## config.mk

```make
export PLATFORM = sky130hd
export DESIGN_NAME = cp0_regs
export DESIGN_NICKNAME = d
export VERILOG_FILES = /design/src/rtl/cp0_regs.sv
export SDC_FILE = /design/constraint.sdc
export NUM_CORES = 1
export LEC_CHECK = 0
export ABC_AREA = 1
export CELL_PAD_IN_SITES_DETAIL_PLACEMENT = 0
export CELL_PAD_IN_SITES_GLOBAL_PLACEMENT = 1
export CORE_MARGIN = 3
export CORE_UTILIZATION = 37
export DETAILED_ROUTE_END_ITERATION = 7
export PLACE_DENSITY = 0.95
export SYNTH_ARGS = -nofsm -noshare
export SYNTH_HDL_FRONTEND = slang
export SYNTH_SLANG_ARGS = --single-unit
```

## constraint.sdc

```tcl
create_clock -name clk -period 4.2 [get_ports clk]
set_input_delay 0.84 -clock clk [delete_from_list [all_inputs] [get_ports clk]]
set_output_delay 0.84 -clock clk [all_outputs]
set_load 0.01 [all_outputs]
```

## src/rtl/cp0_regs.sv

```systemverilog
// Coprocessor-0 register file: BadVAddr, Count, Compare, Status, Cause and EPC.
// Commits exception/ERET side effects, runs the Count/Compare timer and samples interrupts.
module cp0_regs #(
   parameter int          TICK_DIV   = 2,
   parameter logic [31:0] STATUS_RST = 32'h0040_0000
) (
   input  logic        clk,
   input  logic        rst,
   input  logic [8:0]  except_i,
   input  logic        is_delay_slot_i,
   input  logic [31:0] cur_pc_i,
   input  logic [31:0] bad_vaddr_i,
   input  logic [5:0]  ext_int_i,
   input  logic        wr_en_i,
   input  logic [4:0]  wr_addr_i,
   input  logic [31:0] wr_data_i,
   input  logic [4:0]  rd_addr_i,
   output logic [31:0] rd_data_o,
   output logic [31:0] status_o,
   output logic [31:0] cause_o,
   output logic [31:0] epc_o,
   output logic        timer_int_o
);

   localparam logic [4:0] REG_BADVADDR = 5'd8;
   localparam logic [4:0] REG_COUNT    = 5'd9;
   localparam logic [4:0] REG_COMPARE  = 5'd11;
   localparam logic [4:0] REG_STATUS   = 5'd12;
   localparam logic [4:0] REG_CAUSE    = 5'd13;
   localparam logic [4:0] REG_EPC      = 5'd14;

   localparam logic [31:0] STATUS_WMASK = 32'h0000_FF03;
   localparam logic [31:0] STATUS_BEV   = 32'h0040_0000;

   localparam int            TW        = (TICK_DIV > 1) ? $clog2(TICK_DIV) : 1;
   localparam logic [TW-1:0] TICK_LAST = TW'(TICK_DIV - 1);

   logic [31:0]   badvaddr_q, count_q, compare_q, status_q, epc_q;
   logic          bd_q, ti_q;
   logic [5:0]    ip_hw_q;
   logic [1:0]    ip_sw_q;
   logic [4:0]    exc_code_q;
   logic [TW-1:0] tick_q;

   logic          exc_take, eret, set_bva;
   logic [4:0]    exc_code_d;
   logic [31:0]   bva_d;

   // Lowest set bit wins; ERET only counts when no real exception is present.
   always_comb begin
      exc_take   = 1'b1;
      exc_code_d = 5'h00;
      set_bva    = 1'b0;
      bva_d      = cur_pc_i;
      if      (except_i[0]) exc_code_d = 5'h00;
      else if (except_i[1]) begin exc_code_d = 5'h04; set_bva = 1'b1; end
      else if (except_i[2]) exc_code_d = 5'h0A;
      else if (except_i[3]) exc_code_d = 5'h08;
      else if (except_i[4]) exc_code_d = 5'h09;
      else if (except_i[5]) exc_code_d = 5'h0C;
      else if (except_i[6]) begin exc_code_d = 5'h05; set_bva = 1'b1; bva_d = bad_vaddr_i; end
      else if (except_i[7]) begin exc_code_d = 5'h04; set_bva = 1'b1; bva_d = bad_vaddr_i; end
      else                  exc_take = 1'b0;
      eret = except_i[8] & ~exc_take;
   end

   always_ff @(posedge clk) begin
      if (rst) begin
         badvaddr_q <= '0;
         count_q    <= '0;
         compare_q  <= '0;
         status_q   <= (STATUS_RST & STATUS_WMASK) | STATUS_BEV;
         epc_q      <= '0;
         bd_q       <= 1'b0;
         ti_q       <= 1'b0;
         ip_hw_q    <= '0;
         ip_sw_q    <= '0;
         exc_code_q <= '0;
         tick_q     <= '0;
      end else begin
         if (tick_q == TICK_LAST) begin
            tick_q  <= '0;
            count_q <= count_q + 32'd1;
         end else begin
            tick_q  <= tick_q + TW'(1);
         end
         if (count_q == compare_q && compare_q != 32'd0) ti_q <= 1'b1;
         ip_hw_q <= ext_int_i;

         if (wr_en_i) begin
            case (wr_addr_i)
               REG_COUNT:   begin count_q <= wr_data_i; tick_q <= '0; end
               REG_COMPARE: begin compare_q <= wr_data_i; ti_q <= 1'b0; end
               REG_STATUS:  status_q <= (wr_data_i & STATUS_WMASK) | STATUS_BEV;
               REG_CAUSE:   ip_sw_q <= wr_data_i[9:8];
               REG_EPC:     epc_q <= wr_data_i;
               default:     ;
            endcase
         end

         // NOTE: the last non-blocking assignment to a bit wins, so the exception/ERET
         // updates below deliberately override an MTC0 to the same field on this edge.
         if (exc_take) begin
            if (!status_q[1]) begin
               epc_q <= is_delay_slot_i ? cur_pc_i - 32'd4 : cur_pc_i;
               bd_q  <= is_delay_slot_i;
            end
            exc_code_q  <= exc_code_d;
            status_q[1] <= 1'b1;
            if (set_bva) badvaddr_q <= bva_d;
         end else if (eret) begin
            status_q[1] <= 1'b0;
         end
      end
   end

   assign status_o    = status_q;
   assign epc_o       = epc_q;
   assign timer_int_o = ti_q;
   assign cause_o     = {bd_q, ti_q, 14'b0, ip_hw_q[5] | ti_q, ip_hw_q[4:0],
                         ip_sw_q, 1'b0, exc_code_q, 2'b0};

   always_comb begin
      rd_data_o = '0;
      case (rd_addr_i)
         REG_BADVADDR: rd_data_o = badvaddr_q;
         REG_COUNT:    rd_data_o = count_q;
         REG_COMPARE:  rd_data_o = compare_q;
         REG_STATUS:   rd_data_o = status_o;
         REG_CAUSE:    rd_data_o = cause_o;
         REG_EPC:      rd_data_o = epc_q;
         default:      rd_data_o = '0;
      endcase
   end

endmodule
```

## Word level (Yosys, flattened, before mapping)

Index checks and enable logic that the tools add are counted.

- Shift-type cells: 0
- Bitwise operators: 4
- Multiplexer cells: 49
- Equal/unequal tests: 12
- Divide/modulo/power cells: 0
- Reductions and logical operators: 10
- $add $sub $neg: 3
- Order comparisons: 0
- Multipliers: 0

Operator list:

| operator | number |
|---|---|
| $mux 32 | 16 |
| $pmux 32 s6 | 1 |
| $eq 5x4->1 const B | 11 |
| $add 32x1->32 const B | 1 |
| $eq 32x32->1 | 1 |
| $reduce_bool 32->1 | 1 |
| $sub 32x3->32 const B | 1 |
| $mux 4 | 6 |
| $mux 1 | 22 |
| $reduce_and 2->1 | 6 |
| $mux 3 | 2 |
| $reduce_bool 3->1 | 2 |
| $mux 2 | 2 |
| $not 1->1 | 2 |
| $add 1x1->1 const B | 1 |
| $and 1x1->1 | 1 |
| $logic_and 1x1->1 | 1 |
| $or 1x1->1 | 1 |

- Input port bits: 125
- Register bits: 154
- Output and inout port bits: 129
- Word-level logic and storage cells: 90
- RAM bits: 0
- Memory bits (read-only): 0
- Memories: 0
- Bits in latches: 0

## Logic depth before layout (Yosys ltp)

Gate-level depths: netlist of the first run.

- Word-level depth: 12
- Depth in mapped cells: 13
- Depth with buffers taken out: 13

## Worst setup path after synthesis of the first run

No wires, ideal clock.

- Kind: input -> output
- Start point: input port rd_addr_i[1]
- End point: output port rd_data_o[10]
- Arrival: 1791 ps
- Setup slack: 1569 ps
- Path buffers: 2
- Required time: 3360 ps
- Stages: 5
- Cell sequence: nor2_1 > nand3_1 > clkbuf_1 > clkbuf_1 > o211ai_1

- Word-level cells in the longest chain between the ends: 2
- Elaborated cells on any way between the ends: 7
- Those cells by class: 6 x eq/ne; 1 x mux

RTL lines:

| element | RTL line | source |
|---|---|---|
| start: declaration | 17 | `input logic [4:0] rd_addr_i,` |
| $eq 5x4->1 | 125 | `case (rd_addr_i)` |
| $pmux 32 s6 (*) | 125 |  |
| end: declaration | 18 | `output logic [31:0] rd_data_o,` |

Every way passes the cells marked *; elsewhere a longest branch is shown, timed or not.

## Final worst setup path of the first run

- Start point: input port rd_addr_i[0]
- End point: output port rd_data_o[2]

The elaborated chain is that of the path after synthesis.

==> results of run 1 <==
per-stage QoR:
step	hold WS [ns]	cells
after floorplan	0.445	1581
after global placement	0.473	2023
after detailed placement	0.480	2023
after CTS	0.494	2055
after global routing	0.521	2056
final	0.490	2056
state kept, by name, summed over array words and instances, names as in the netlist, 2 cells and up:
name / count
exc_code_q: 4
ip_sw_q: 2
ip_hw_q: 6
count_q: 32
compare_q: 32
badvaddr_q: 32
status_o: 10
epc_o: 32
routing by layer:
metal / wire length, um / vias to the layer above / part of all wire / global-route usage
met1: 17900 / 5100 / 0.44 / 0.401
li1: - / 5292 / - / -
met3: 3570 / 54 / 0.088 / 0.0355
met5: 0 / - / 0 / 0
met2: 18200 / 556 / 0.45 / 0.433
met4: 919 / 0 / 0.023 / 0.0779
cells by family after synthesis:
kind of cell | count (synthesis)
flip-flops | 153
buffers and inverters | 299
other | 2
AO/OA/AOI/OAI | 360
XOR/XNOR | 42
adder cells (fa/ha/maj) | 2
AND/OR/NAND/NOR | 685
where the power goes:
part,switching [mW],internal [mW]
Clock,0.700,0.906
Sequential,0.0733,1.51
Combinational,0.325,0.264
Total,1.10,2.68
tightest hold or removal path: stages (launching register included):
cell and delay, ns:
dfxtp_1 0.33, nand2_1 0.07, a21oi_1 0.05
synthesized netlist by cell type (2+ instances only):
library cell	instances	area (sq um)
clkbuf_2	4	20.0
nor3_4	2	32.5
a22oi_1	26	195
a221oi_1	5	43.8
nor2_4	3	33.8
buf_2	22	110
a21oi_1	109	546
a211oi_1	2	15.0
nand3_1	87	435
dfxtp_1	153	3060
a31oi_1	16	100
nor3_1	12	60.1
nor4_1	2	12.5
ha_1	2	25.0
o21ai_0	159	796
clkbuf_1	42	158
o211ai_1	19	143
o21ai_1	8	40.0
nand2_2	3	18.8
nand2_1	299	1120
inv_1	172	646
inv_2	3	11.3
nand4_1	18	113
xnor2_1	28	245
clkinv_1	4	15.0
nand3b_1	2	15.0
nor2_2	6	37.5
xor2_1	14	123
o221ai_1	2	17.5
o22ai_1	4	25.0
o2111ai_1	6	52.6
conb_1	2	7.51
buf_4	50	375
nor2_1	242	908
path summary, 6_finish.rpt:
| kind | startpoint | endpoint | slack (ns) | cells after the start |
|---|---|---|---|---|
| setup reg to reg | count_q[0] | count_q[20] | 2.17 | 8 |
| hold / removal | exc_code_q[3] | exc_code_q[3] | 0.49 | 2 |
| setup / recovery | rd_addr_i[0] | rd_data_o[2] | 0.20 | 9 |
| hold reg to reg | exc_code_q[3] | exc_code_q[3] | 0.49 | 2 |
layout make-up:
type	count	area, sq um	share of cell area
tap	330	413	0.0330
sequential	153	3060	0.245
antenna	1	2.50	0.000200
clock inverter	14	160	0.0128
inverter	179	673	0.0539
timing repair buffer	232	2310	0.185
multi-input combinational	1129	5440	0.435
clock buffer	18	439	0.0351
==> run_results.csv, run 1 <==
group,metric,value,unit
sta,relSlewSlack,0.359,
floorplanning,dieArea,0.0282,sq mm
run,cap_violations,0,
place,port_buffers,213,
cells_and_area,final_cell_mix,"299 x nand2_1, 241 x nor2_1, 212 x clkdlybuf4s50_1",
sta,slew_viol_final,0,
clock_tree,cts_resized,0,
cells_and_area,syn2layout_area_growth,28.8,%
worst_setup_path,slowest_stage,"clkdlybuf4s50_1",
clock_tree,ctsRootBufferMaster,"clkbuf_16",
worst_setup_path,max_stage_delay,0.54,ns
synth,synth-main-ff-cell,"dfxtp_1",
global_route,overflow,0,
sta,final.period_utilization,0.953,
synth,yosysWarnings,0,
synth,synthMuxAreaShare,0,
worst_setup_path,arrival,3.16,ns
sta,skew,0.00424,ns
routing,vias,11000,
cells_and_area,drive_above_1_share,0.0458,
clock_tree,cts.sinks,153,
clock_tree,post-cts-setup-buffers,0,
cells_and_area,fin_area,0.0125,sq mm
clock_tree,clk_latency,0.43,ns
cells_and_area,fillers,2562,
cells_and_area,layout_commonest_cell,"nand2_1",
clock_tree,cts_max_path_buffers,2,
routing,ant_nets,0,
worst_setup_path,critPathLaunchType,"primary input",
power_and_ir_drop,powerDensity,303,mW/mm^2
floorplanning,ios,254,
routing,post_drt_wl_per_cell,19.7,um
sta,tightest_slew,0.955,ns
sta,worst_slack,0.198,ns
synth,synth_compound_gate_area_share,0.208,
clock_tree,ctsHoldBuffers,0,
global_route,grt_start_max_net_pins,65,
sta,tns,0,ns
clock_tree,tritoncts,"done",
sta,rsz0062_at_grt,"no",
place,hpwl,31500,um
global_route,antenna_found_initial,1,
synth,synth_edf_count,0,
worst_setup_path,cpMostUsedCell,"nand2_1",
floorplanning,num_rows,58,
floorplanning,start_util,0.381,
worst_setup_path,worst-setup-path-type,"in -> out",
worst_setup_path,end_kind,"output pin",
global_route,grtUsageTotal,0.277,
place,placed_area,0.0119,sq mm
worst_setup_path,cp_max_fo,10,
routing,viasPerCell,5.35,
place,gp_congestion,0.960,
floorplanning,die_w,168,um
routing,drcViolationCount,0,
worst_setup_path,crit_chain,"clkdlybuf4s50_1 > nor2_1 > nand2_1 > clkinv_1 > nand2_1 > o21ai_0 > a221oi_1 > nand2_1 > clkdlybuf4s50_1",
synth,synth-simple-area-share,0.296,
status,outcome,"finished, final reports clean",
sta,finalHoldViolations,0,
synth,yosys.cell_types.count,49,
global_route,grt_pass1_wl,60900,um
routing,wirelength,40500,um
place,place_ws,0.245,ns
synth,async_reset_ff_frac,0,
synth,yosysSeqAreaShare,0.316,
sta,fmax,0.250,GHz
synth,synthXorXnorAreaFrac,0.0379,
clock_tree,cts.clk_slew.worst_paths,0.07,ns
cells_and_area,layout.nets,1839,
cells_and_area,postLayoutCoreUtil,0.491,
power_and_ir_drop,p_leak,5.20,nW
global_route,grt_pass1_vias,10200,
synth,synth_top_family_by_area,"simple AND/OR/NAND/NOR gates",
synth,synthCells,1543,
routing,drt_iter0_drc,1225,
worst_setup_path,worstPathRequired,3.36,ns
clock_tree,cts-htree-levels,4,
sta,setup_viol,0,
synth,synth_fa_ha_area_frac,0.00258,
hold_path,hold_class,"reg -> reg",
clock_tree,numCtsBuffers,17,
worst_setup_path,worst-path-buf-inv,3,
synth,avgSynthCellArea,6.29,sq um
synth,synth-seq-cells,153,
power_and_ir_drop,finalPower,3.78,mW
sta,fin_crit,4.00,ns
power_and_ir_drop,worst_ir_drop_vdd,0.286,mV
routing,drtPass1Iterations,5,
synth,netlist_area,0.00970,sq mm
floorplanning,coreArea,0.0255,sq mm
floorplanning,die_height,168,um
worst_setup_path,crit_family,"buffers and inverters",
Note: power is estimated with default switching activity, not from simulation.
==> inputs of run 2 (changes only) <==
--- a/config.mk
+++ b/config.mk
@@ -11,6 +11,7 @@
 export CORE_MARGIN = 3
 export CORE_UTILIZATION = 37
 export DETAILED_ROUTE_END_ITERATION = 7
+export MAX_ROUTING_LAYER = met4
 export PLACE_DENSITY = 0.95
 export SYNTH_ARGS = -nofsm -noshare
 export SYNTH_HDL_FRONTEND = slang
==> run_results.csv, run 2 (same netlist as run 1, synthesis figures left out) <==
group,metric,value,unit
status,outcome,"finished, final reports clean",
floorplanning,num_rows,58,
routing,drtPass1Iterations,6,
cells_and_area,final_cell_mix,"299 x nand2_1, 241 x nor2_1, 212 x clkdlybuf4s50_1",
sta,slew_viol_final,0,
floorplanning,die_w,168,um
global_route,grtUsageTotal,0.286,
power_and_ir_drop,worst_ir_drop_vdd,0.276,mV
cells_and_area,layout.nets,1839,
worst_setup_path,cpMostUsedCell,"clkdlybuf4s50_1",
hold_path,hold_class,"reg -> reg",
hold_path,worstHoldStart,"exc_code_q[3]",
floorplanning,coreArea,0.0255,sq mm
routing,vias,11000,
sta,rsz0062_at_grt,"no",
routing,drcViolationCount,0,
clock_tree,ctsHoldBuffers,0,
sta,finalHoldViolations,0,
clock_tree,cts.clk_slew.worst_paths,0.06,ns
worst_setup_path,timing.rr.start,"count_q[0]",
sta,fin_crit,4.03,ns
worst_setup_path,r2r_cells,10,
global_route,antenna_found_initial,1,
sta,final.period_utilization,0.960,
cells_and_area,register_area,0.00306,sq mm
sta,worst_slack,0.170,ns
worst_setup_path,ff2ff_setup_slack,2.10,ns
worst_setup_path,cp_max_fo,9,
clock_tree,clk_latency,0.43,ns
clock_tree,numCtsBuffers,17,
global_route,grt_pass1_wl,60900,um
cells_and_area,fillers,2607,
sta,fmax,0.248,GHz
clock_tree,cts_max_path_buffers,2,
power_and_ir_drop,finalPower,3.86,mW
sta,setup_viol,0,
worst_setup_path,end_kind,"output pin",
worst_setup_path,max_stage_delay,0.62,ns
run,cap_violations,0,
worst_setup_path,critPathLaunchType,"primary input",
sta,tns,0,ns
place,port_buffers,213,
routing,post_drt_wl_per_cell,19.8,um
floorplanning,dieArea,0.0282,sq mm
place,hpwl,31600,um
routing,viasPerCell,5.33,
cells_and_area,layout_commonest_cell,"nand2_1",
floorplanning,die_height,168,um
worst_setup_path,r2r-end,"count_q[24]",
worst_setup_path,crit_chain,"clkdlybuf4s50_1 > nor2_1 > nand4_1 > buf_4 > o2111ai_1 > clkdlybuf4s50_1",
global_route,grt_start_max_net_pins,65,
clock_tree,post-cts-setup-buffers,0,
floorplanning,start_util,0.381,
worst_setup_path,worstPathRequired,3.36,ns
hold_path,hold_path_end,"exc_code_q[3]",
place,gp_congestion,0.975,
cells_and_area,syn2layout_area_growth,29.2,%
power_and_ir_drop,powerDensity,308,mW/mm^2
sta,whs,0.504,ns
sta,skew,0.00981,ns
clock_tree,tritoncts,"done",
place,place_ws,0.250,ns
routing,drt_iter0_drc,1236,
power_and_ir_drop,p_leak,5.22,nW
clock_tree,cts_resized,0,
worst_setup_path,arrival,3.19,ns
clock_tree,ctsRootBufferMaster,"clkbuf_16",
sta,relSlewSlack,0.470,
global_route,overflow,0,
sta,tightest_slew,0.793,ns
worst_setup_path,slowest_stage,"clkdlybuf4s50_1",
routing,wirelength,40600,um
worst_setup_path,worst-setup-path-type,"in -> out",
global_route,grt_pass1_vias,9975,
cells_and_area,multi_input_area,0.00544,sq mm
routing,ant_nets,0,
floorplanning,ios,254,
cells_and_area,drive_above_1_share,0.0452,
clock_tree,cts-htree-levels,4,
clock_tree,cts.sinks,153,
hold_path,whs_path_depth,2,
run 2: cell count changes in the layout (fill, tap and decap cells not counted):
cell / change
inv_6: -5
bufinv_16: +2
clkbuf_1: +1
clkinv_4: +2
run 2: critical path: cells and delay by family:
kind,cells,cell delay (ns)
AO/OA/AOI/OAI,1,0.35
AND/OR/NAND/NOR,2,0.63
buffers and inverters,3,1.36
run 2: report_power, final:
group	internal [mW]	leakage [nW]	switching [mW]	total (mW)
Sequential	1.51	1.25	0.0748	1.59
Combinational	0.264	3.67	0.322	0.586
Clock	1.02	0.296	0.672	1.69
run 2: area by class of cell:
type / count / share of cell area
Timing Repair Buffer: 232 / 0.184
Multi-Input combinational cell: 1129 / 0.434
Clock inverter: 13 / 0.0155
Inverter: 179 / 0.0537
Antenna cell: 1 / 0.000200
Sequential cell: 153 / 0.244
Clock buffer: 19 / 0.0353
Tap cell: 330 / 0.0329
run 2: worst max-delay path by stage:
stage	end	depth (start not counted)	from
global route	rd_data_o[31]	6	rd_addr_i[4]
global placement	rd_data_o[31]	6	rd_addr_i[1]
detailed placement	rd_data_o[31]	6	rd_addr_i[1]
finish	rd_data_o[31]	6	rd_addr_i[1]
CTS	rd_data_o[31]	6	rd_addr_i[1]
floorplan	rd_data_o[10]	5	rd_addr_i[1]
run 2: per-stage QoR:
| step | util | area, sq um | instances |
|---|---|---|---|
| 3_3_place_gp | 0.467 | 11900 | 2023 |
| 4_1_cts | 0.492 | 12500 | 2055 |
| 3_5_place_dp | 0.467 | 11900 | 2023 |
| 5_1_grt | 0.492 | 12500 | 2056 |
| 2_1_floorplan | - | 9840 | 1581 |
| 6_report | 0.492 | 12500 | 2056 |
run 2: per-layer routing:
metal / vias to the layer above / GRT usage / routed length, um
li1: 5291 / - / -
met1: 5054 / 0.402 / 17800
met2: 559 / 0.439 / 18400
met3: 50 / 0.0371 / 3640
met4: 0 / 0.0708 / 759
met5: - / - / 0
==> inputs of run 3 (changes only) <==
--- a/config.mk
+++ b/config.mk
@@ -6,6 +6,7 @@
 export NUM_CORES = 1
 export LEC_CHECK = 0
 export ABC_AREA = 1
+export CAP_MARGIN = 20
 export CELL_PAD_IN_SITES_DETAIL_PLACEMENT = 0
 export CELL_PAD_IN_SITES_GLOBAL_PLACEMENT = 1
 export CORE_MARGIN = 3
@@ -13,6 +14,7 @@
 export DETAILED_ROUTE_END_ITERATION = 7
 export MAX_ROUTING_LAYER = met4
 export PLACE_DENSITY = 0.95
+export SLEW_MARGIN = 40
 export SYNTH_ARGS = -nofsm -noshare
 export SYNTH_HDL_FRONTEND = slang
 export SYNTH_SLANG_ARGS = --single-unit
==> results of run 3 <==
The final DEF is identical to that of run 2; final timing and power are the same.
